--- config.mk ---
export PLATFORM = sky130hd
export DESIGN_NAME = nand_gate_test_sequencer_flat
export DESIGN_NICKNAME = d
export VERILOG_FILES = /design/src/rtl/nand_gate_test_sequencer_if.sv /design/src/rtl/nand_gate_test_sequencer.sv /design/src/flat_wrapper.sv
export SDC_FILE = /design/constraint.sdc
export NUM_CORES = 1
export LEC_CHECK = 0
export CAP_MARGIN = 5
export CORE_MARGIN = 1.5
export CORE_UTILIZATION = 25
export DETAILED_ROUTE_END_ITERATION = 10
export SKIP_CTS_REPAIR_TIMING = 1
export SLEW_MARGIN = 0
export SYNTH_ARGS = -nofsm -noshare
export SYNTH_HDL_FRONTEND = slang
export SYNTH_SLANG_ARGS = --single-unit
export TNS_END_PERCENT = 5
--- constraint.sdc ---
create_clock -name clk -period 5.5 [get_ports clk]
set_input_delay 1.1 -clock clk [delete_from_list [all_inputs] [get_ports clk]]
set_output_delay 1.1 -clock clk [all_outputs]
set_load 0.03 [all_outputs]
--- src/rtl/nand_gate_test_sequencer_if.sv ---
// Handshake and result bundle between the NAND-XNOR self-test sequencer and its environment.
interface nand_gate_test_sequencer_if;
  logic       i_start;
  logic       i_abort;
  logic       i_f;
  logic       o_a;
  logic       o_b;
  logic       o_busy;
  logic       o_done;
  logic       o_pass;
  logic [3:0] o_table;
  logic [3:0] o_fail_mask;
  logic [7:0] o_err_cnt;

  // Sequencer side.
  modport slave (
    input  i_start, i_abort, i_f,
    output o_a, o_b, o_busy, o_done, o_pass, o_table, o_fail_mask, o_err_cnt
  );

  // Environment / bench side.
  modport master (
    output i_start, i_abort, i_f,
    input  o_a, o_b, o_busy, o_done, o_pass, o_table, o_fail_mask, o_err_cnt
  );
endinterface

--- src/rtl/nand_gate_test_sequencer.sv ---
// Walks gate inputs through 00,01,10,11, samples f after SETTLE cycles each, then
// publishes the truth table, mismatch mask, pass flag and a saturating error count.
module nand_gate_test_sequencer #(
  parameter int unsigned SETTLE = 2,
  parameter logic [3:0]  EXPECT = 4'b1001
) (
  input logic                        clk,
  input logic                        rst_n,
  nand_gate_test_sequencer_if.slave  bus
);

  typedef enum logic [1:0] {StIdle, StApply, StDone} state_e;

  localparam logic [3:0] SettleLast = 4'(SETTLE - 1);

  state_e     r_state;
  logic [1:0] r_idx;
  logic [3:0] r_cnt;
  logic [3:0] r_shadow;
  logic       r_a;
  logic       r_b;
  logic       r_busy;
  logic       r_done;
  logic       r_pass;
  logic [3:0] r_table;
  logic [3:0] r_fail_mask;
  logic [7:0] r_err_cnt;

  logic [3:0] w_mism;
  logic [2:0] w_pop;
  logic [8:0] w_sum;
  logic [7:0] w_err_next;
  logic [1:0] w_idx_inc;

  // Mismatch bits of the finished run and the saturated error total they produce.
  always_comb begin
    w_mism     = r_shadow ^ EXPECT;
    w_pop      = {2'b00, w_mism[0]} + {2'b00, w_mism[1]} + {2'b00, w_mism[2]} +
                 {2'b00, w_mism[3]};
    w_sum      = {1'b0, r_err_cnt} + {6'b000000, w_pop};
    w_err_next = w_sum[8] ? 8'hFF : w_sum[7:0];
    w_idx_inc  = r_idx + 2'd1;
  end

  // Sequencer FSM with registered outputs; abort beats both start and the result update.
  always_ff @(posedge clk or negedge rst_n) begin
    if (!rst_n) begin
      r_state     <= StIdle;
      r_idx       <= 2'd0;
      r_cnt       <= 4'd0;
      r_shadow    <= 4'd0;
      r_a         <= 1'b0;
      r_b         <= 1'b0;
      r_busy      <= 1'b0;
      r_done      <= 1'b0;
      r_pass      <= 1'b0;
      r_table     <= 4'd0;
      r_fail_mask <= 4'd0;
      r_err_cnt   <= 8'd0;
    end else begin
      unique case (r_state)
        StIdle: begin
          if (!bus.i_abort && bus.i_start) begin
            r_state  <= StApply;
            r_idx    <= 2'd0;
            r_cnt    <= 4'd0;
            r_shadow <= 4'd0;
            r_a      <= 1'b0;
            r_b      <= 1'b0;
            r_busy   <= 1'b1;
          end
        end
        StApply: begin
          if (bus.i_abort) begin
            r_state <= StIdle;
            r_a     <= 1'b0;
            r_b     <= 1'b0;
            r_busy  <= 1'b0;
          end else if (r_cnt == SettleLast) begin
            r_shadow[r_idx] <= bus.i_f;
            r_cnt           <= 4'd0;
            if (r_idx == 2'd3) begin
              // a/b already sit at 11 and stay there through the done cycle.
              r_state <= StDone;
              r_done  <= 1'b1;
            end else begin
              r_idx <= w_idx_inc;
              r_a   <= w_idx_inc[1];
              r_b   <= w_idx_inc[0];
            end
          end else begin
            r_cnt <= r_cnt + 4'd1;
          end
        end
        StDone: begin
          r_state <= StIdle;
          r_done  <= 1'b0;
          r_busy  <= 1'b0;
          r_a     <= 1'b0;
          r_b     <= 1'b0;
          if (!bus.i_abort) begin
            r_table     <= r_shadow;
            r_fail_mask <= w_mism;
            r_pass      <= (r_shadow == EXPECT);
            r_err_cnt   <= w_err_next;
          end
        end
        default: begin
          r_state <= StIdle;
          r_busy  <= 1'b0;
          r_done  <= 1'b0;
          r_a     <= 1'b0;
          r_b     <= 1'b0;
        end
      endcase
    end
  end

  assign bus.o_a         = r_a;
  assign bus.o_b         = r_b;
  assign bus.o_busy      = r_busy;
  assign bus.o_done      = r_done;
  assign bus.o_pass      = r_pass;
  assign bus.o_table     = r_table;
  assign bus.o_fail_mask = r_fail_mask;
  assign bus.o_err_cnt   = r_err_cnt;

endmodule

--- src/flat_wrapper.sv ---
// flat-port wrapper written by rule: the top's interface ports become plain ports
module nand_gate_test_sequencer_flat 
#(
  parameter int unsigned SETTLE = 2,
  parameter logic [3:0]  EXPECT = 4'b1001
)
  (clk, rst_n, bus_i_start, bus_i_abort, bus_i_f, bus_o_a, bus_o_b, bus_o_busy, bus_o_done, bus_o_pass, bus_o_table, bus_o_fail_mask, bus_o_err_cnt);
  nand_gate_test_sequencer_if bus_i ();
  input logic clk;
  input logic rst_n;
  input wire logic [$bits(bus_i.i_start)-1:0] bus_i_start;
  input wire logic [$bits(bus_i.i_abort)-1:0] bus_i_abort;
  input wire logic [$bits(bus_i.i_f)-1:0] bus_i_f;
  output wire logic [$bits(bus_i.o_a)-1:0] bus_o_a;
  output wire logic [$bits(bus_i.o_b)-1:0] bus_o_b;
  output wire logic [$bits(bus_i.o_busy)-1:0] bus_o_busy;
  output wire logic [$bits(bus_i.o_done)-1:0] bus_o_done;
  output wire logic [$bits(bus_i.o_pass)-1:0] bus_o_pass;
  output wire logic [$bits(bus_i.o_table)-1:0] bus_o_table;
  output wire logic [$bits(bus_i.o_fail_mask)-1:0] bus_o_fail_mask;
  output wire logic [$bits(bus_i.o_err_cnt)-1:0] bus_o_err_cnt;
  assign bus_i.i_start = bus_i_start;
  assign bus_i.i_abort = bus_i_abort;
  assign bus_i.i_f = bus_i_f;
  assign bus_o_a = bus_i.o_a;
  assign bus_o_b = bus_i.o_b;
  assign bus_o_busy = bus_i.o_busy;
  assign bus_o_done = bus_i.o_done;
  assign bus_o_pass = bus_i.o_pass;
  assign bus_o_table = bus_i.o_table;
  assign bus_o_fail_mask = bus_i.o_fail_mask;
  assign bus_o_err_cnt = bus_i.o_err_cnt;
  nand_gate_test_sequencer #(.SETTLE(SETTLE), .EXPECT(EXPECT)) u_core (.clk(clk), .rst_n(rst_n), .bus(bus_i));
endmodule
## Word-level counts from Yosys, hierarchy flattened

Cells that the tools add are included.

| storage, ports and cells | value |
|---|---|
| register bits | 33 |
| latch bits | 0 |
| memory bits (writable) | 0 |
| bits in read-only memories | 0 |
| output and inout port bits | 21 |
| word-level logic and storage cells | 87 |
| memories kept | 0 |

| cells by class | value |
|---|---|
| $add $sub $neg | 6 |
| multipliers | 0 |
| div/mod/pow operators | 0 |
| $lt $le $gt $ge | 2 |
| eq/ne operators | 14 |
| shift-type cells | 0 |
| multiplexer cells | 37 |
| bitwise logic cells | 3 |
| reductions and logical operators | 13 |

Operators with widths:

| cell | number |
|---|---|
| $mux 4 | 5 |
| $mux 2 | 8 |
| $pmux 4 s2 | 2 |
| $mux 1 | 13 |
| $add 8x3->9 | 1 |
| $reduce_and 3->1 | 3 |
| $mux 8 | 1 |
| $pmux 1 s2 | 4 |
| $pmux 2 s2 | 2 |
| $reduce_and 4->1 | 2 |
| $add 3x1->3 | 2 |
| $ne 2x1->1 const B | 3 |
| $ne 2x2->1 const B | 3 |
| $ne 3x2->1 const B | 2 |
| $reduce_and 5->1 | 1 |
| $add 4x1->4 const B | 1 |
| $bwmux 4 | 1 |
| $eq 2x2->1 const B | 2 |
| $eq 4x1->1 const B | 1 |
| $eq 4x4->1 const B | 1 |
| $reduce_and 2->1 | 2 |
| $lt 2x3->1 const B | 1 |
| $ne 3x3->1 const B | 1 |
| $add 1x1->2 | 1 |
| 10 further kinds | 12 |

## Depth between registers and ports, before layout

| depth | value |
|---|---|
| depth after elaboration | 8 |
| mapped depth | 10 |
| depth with buffers taken out | 10 |

## Worst setup path after synthesis

Ideal clock, no wire load.

| path | value |
|---|---|
| path kind | reg-to-reg |
| from | reg u_core.r_shadow[0] |
| to | reg u_core.r_err_cnt[1] (netlist: u_core.bus.o_err_cnt[1]) |
| library setup time | 0.082 ns |
| arrival time | 2.477 ns |
| required time | 5.418 ns |
| slack | 2.940 ns |
| stages on the path, launching flop included | 11 |
| buffers on the path | 0 |
| clock period less this slack | 2.560 ns |
| path through | dfrtp_1 -> inv_1 -> ha_1 -> fa_1 -> ha_1 -> inv_1 -> fa_1 -> nor2b_1 -> or2_2 -> nand4_1 -> a31oi_1 |

| between the ends | value |
|---|---|
| longest elaborated chain between the ends | 6 |

Ends and longest elaborated chain:

| item | line | source |
|---|---|---|
| start, declared | nand_gate_test_sequencer.sv:19 | `logic [3:0] r_shadow;` |
| start signal, assigned by index | nand_gate_test_sequencer.sv:80 | `r_shadow[r_idx] <= bus.i_f;` |
| $not 2->2 (no line) | - |  |
| net u_core.w_mism[0] | nand_gate_test_sequencer.sv:29 | `logic [3:0] w_mism;` |
| $add 1x1->2 | nand_gate_test_sequencer.sv:38 | `w_pop = {2'b00, w_mism[0]} + {2'b00, w_mism[1]} + {2'b00, w_mism[2]} +` |
| $add 3x1->3 (2 in series) | nand_gate_test_sequencer.sv:38 |  |
| $add 8x3->9 | nand_gate_test_sequencer.sv:40 | `w_sum = {1'b0, r_err_cnt} + {6'b000000, w_pop};` |
| $mux 8 | nand_gate_test_sequencer.sv:41 | `w_err_next = w_sum[8] ? 8'hFF : w_sum[7:0];` |
| end signal, assigned | nand_gate_test_sequencer.sv:105 | `r_err_cnt <= w_err_next;` |
| end, declared | nand_gate_test_sequencer.sv:27 | `logic [7:0] r_err_cnt;` |

The timed path passes the listed nets, and every way through them passes these cells.
A chain may end at the register's enable or synchronous reset.

## Final worst setup path

| path | value |
|---|---|
| from | reg u_core.r_shadow[0] |
| to | reg u_core.r_err_cnt[2] (netlist: u_core.bus.o_err_cnt[2]) |

The elaborated chain is that of the path after synthesis.

==> flow_summary.ini <==
[floorplanning]
start_util_pct = 26.3
core_area_um2 = 6420
design.die.area_um2 = 7260
die_y_um = 85.2
die_w_um = 85.2
rows = 29
io_pins = 26

[sta]
grt_setup_unrepaired = no
worstMarginPinSlew_ns = 0.590
hold_viol = 0
period_share_pct = 50.0
hold_slack_ns = 0.478
max_clock_freq_ghz = 0.364
fin_skew_ns = 0.00573
post-route-min-period_ns = 2.75
relSlewSlack_pct = 60.5
tns_ns = 0
setup_violations = 0
report.final.slew_viol_count = 0

[worst_setup_path]
cp-end-kind = flop
ff2ff_setup_slack_ns = 2.75
timing.rr.end = u_core.bus.o_err_cnt[2]
crit_start = u_core.r_shadow[0]
r2r_cells = 10
cp-endpoint = u_core.bus.o_err_cnt[2]
critical_path_class = flop to flop
arrival_ns = 2.96
required_ns = 5.71
cp-start-kind = flop
worstPathMaxFanout = 5
reg2reg_from = u_core.r_shadow[0]

[route]
routed_wl_um = 3300
final_antenna_net_count = 0
drtIter0Drc = 33
firstDrtPassIters = 9
wl_per_cell_um = 11.9
drc = 2
via_count = 1288
via_per_inst = 4.63

[finish]
diodes = 0
drive_gt1_share_pct = 7.46
final_common_cell = dfrtp_1
layoutNonFillerInstCount = 278
syn_to_final_growth_pct = 25.3
nNetsFinal = 219
final_cell_mix = 31 x dfrtp_1, 25 x clkdlybuf4s50_1, 21 x nand2_1

[place]
place_congestion = 0.706
dpl.hpwl_um = 2400
placed_cells = 270
io_buffers = 25

[global_route]
gr-total-overflow = 0
grt_pass1_vias = 1280
grt_first_pass_wirelength_um = 5880
antenna_found_initial = 0
grt_usage_pct = 10.4
grt_max_degree = 32

[synth]
synth-seq-cells = 31
synthesis.area_um2 = 1690
synth_cells = 174
yosys_warnings = 0
synthDistinctLibCells = 36
avgSynthCellArea_um2 = 9.71
synth_nets = 193
yosysSeqAreaShare_pct = 45.9

[clock_tree]
clk_pin_slew_ns = 0.07
clock_sinks = 31
cts_made_buffers = 5
cts_tree = done
clk_path_buf_depth = 2
clockRootBuffer = clkbuf_8
htreeDepth = 2
clk_latency_ns = 0.28

[min_path]
hold_path_depth = 2
hold_path.class = flop to flop

[run_status]
violations = design-rule violations
status = complete, but fails checks

[power]
p_leak_nw = 0.947
p_per_area_nw_per_um2 = 294
vdd_drop_max_v = 0.000109

[run]
cap_violations = 0
synthesized netlist by cell type:
cell	number	area (um^2)
buf_6	1	11.3
nand3_2	1	10.0
nor2b_1	2	12.5
nand2b_1	3	18.8
nor3_1	4	20.0
o21a_1	2	15.0
a21o_1	1	7.51
buf_4	2	15.0
a41oi_1	2	17.5
o2111ai_1	3	26.3
o21ai_0	17	85.1
o2bb2ai_1	2	17.5
a211oi_4	1	20.0
a31oi_1	3	18.8
nor4b_1	1	8.76
inv_1	12	45.0
mux2i_1	5	50.1
ha_1	12	150
clkbuf_1	2	7.51
nand3_1	5	25.0
o211ai_1	1	7.51
xor2_1	1	8.76
o31ai_1	1	7.51
nand4b_1	1	8.76
and3_1	1	6.26
nor3b_2	2	25.0
a311oi_1	1	8.76
or3b_1	1	8.76
nand2_1	21	78.8
buf_2	2	10.0
or2_2	2	12.5
dfrtp_1	31	776
nand4_1	2	12.5
nor2_1	19	71.3
a21oi_1	5	25.0
fa_1	2	40.0
cells by family after synthesis:
| group | synth area share (%) |
|---|---|
| fa+ha+maj | 11.3 |
| buf+inv | 5.26 |
| simple gates | 18.9 |
| mux | 2.96 |
| xor+xnor | 0.519 |
| flops | 45.9 |
| compound gates | 15.2 |
critical path, cell delays in order, from the launching register on:
cell and delay, ns:
dfrtp_1 0.39, inv_1 0.07, ha_1 0.31, fa_1 0.43
ha_1 0.30, inv_1 0.06, fa_1 0.42, nor2b_1 0.15
or2_2 0.17, nand4_1 0.17, a31oi_1 0.20
registers in the layout (all words and copies together), names as in the netlist:
register and count:
u_core.bus.o_fail_mask 4, u_core.r_shadow 4, u_core.bus.o_done 1, u_core.bus.o_a 1
u_core.bus.o_pass 1, u_core.bus.o_table 2, u_core.bus.o_b 1, u_core.bus.o_busy 1
u_core.r_state 2, u_core.r_cnt 4, u_core.r_idx 2, u_core.bus.o_err_cnt 8
how the worst min path moves through the flow:
stage	from	to	slack, ns
floorplan	u_core.r_shadow[3]	u_core.bus.o_fail_mask[3]	0.46
global placement	u_core.bus.o_pass	u_core.bus.o_pass	0.47
detailed placement	u_core.bus.o_pass	u_core.bus.o_pass	0.47
CTS	u_core.bus.o_pass	u_core.bus.o_pass	0.49
global route	u_core.bus.o_pass	u_core.bus.o_pass	0.50
finish	u_core.bus.o_pass	u_core.bus.o_pass	0.48
area by class of cell:
cell class	instances	area [um^2]
multi-input cells	124	825
clock buffers	6	82.6
fillers	643	4310
clock inverters	2	35.0
repair buffers	26	258
flip-flops and latches	31	776
well taps	77	96.3
inverters	12	45.0
per-stage QoR:
stage / setup WS, ns / power [mW] / util [%] / instance area (um^2)
4_1_cts: 2.74 / 0.634 / 33.0 / 2120
3_5_place_dp: 2.51 / 0.395 / 31.1 / 2000
5_1_grt: 2.54 / 0.669 / 33.0 / 2120
6_report: 2.75 / 0.623 / 33.0 / 2120
2_1_floorplan: 2.94 / 0.356 / - / 1690
3_3_place_gp: 2.57 / 0.393 / 31.1 / 2000
where the power goes:
part / switching, mW / internal (mW) / total [mW]
combinational: 0.0740 / 0.0511 / 0.125
clock: 0.0878 / 0.147 / 0.234
sequential: 0.0190 / 0.245 / 0.264
routing by layer:
| layer | GRT usage [%] | share of wire, % | up-vias |
|---|---|---|---|
| met5 | 0 | 0 | - |
| met4 | 4.47 | 1.5 | 0 |
| met3 | 3.31 | 4.5 | 7 |
| met2 | 15.9 | 45 | 22 |
| met1 | 13.5 | 49 | 605 |
| li1 | - | - | 654 |
Power figures use the tool's default switching activity.
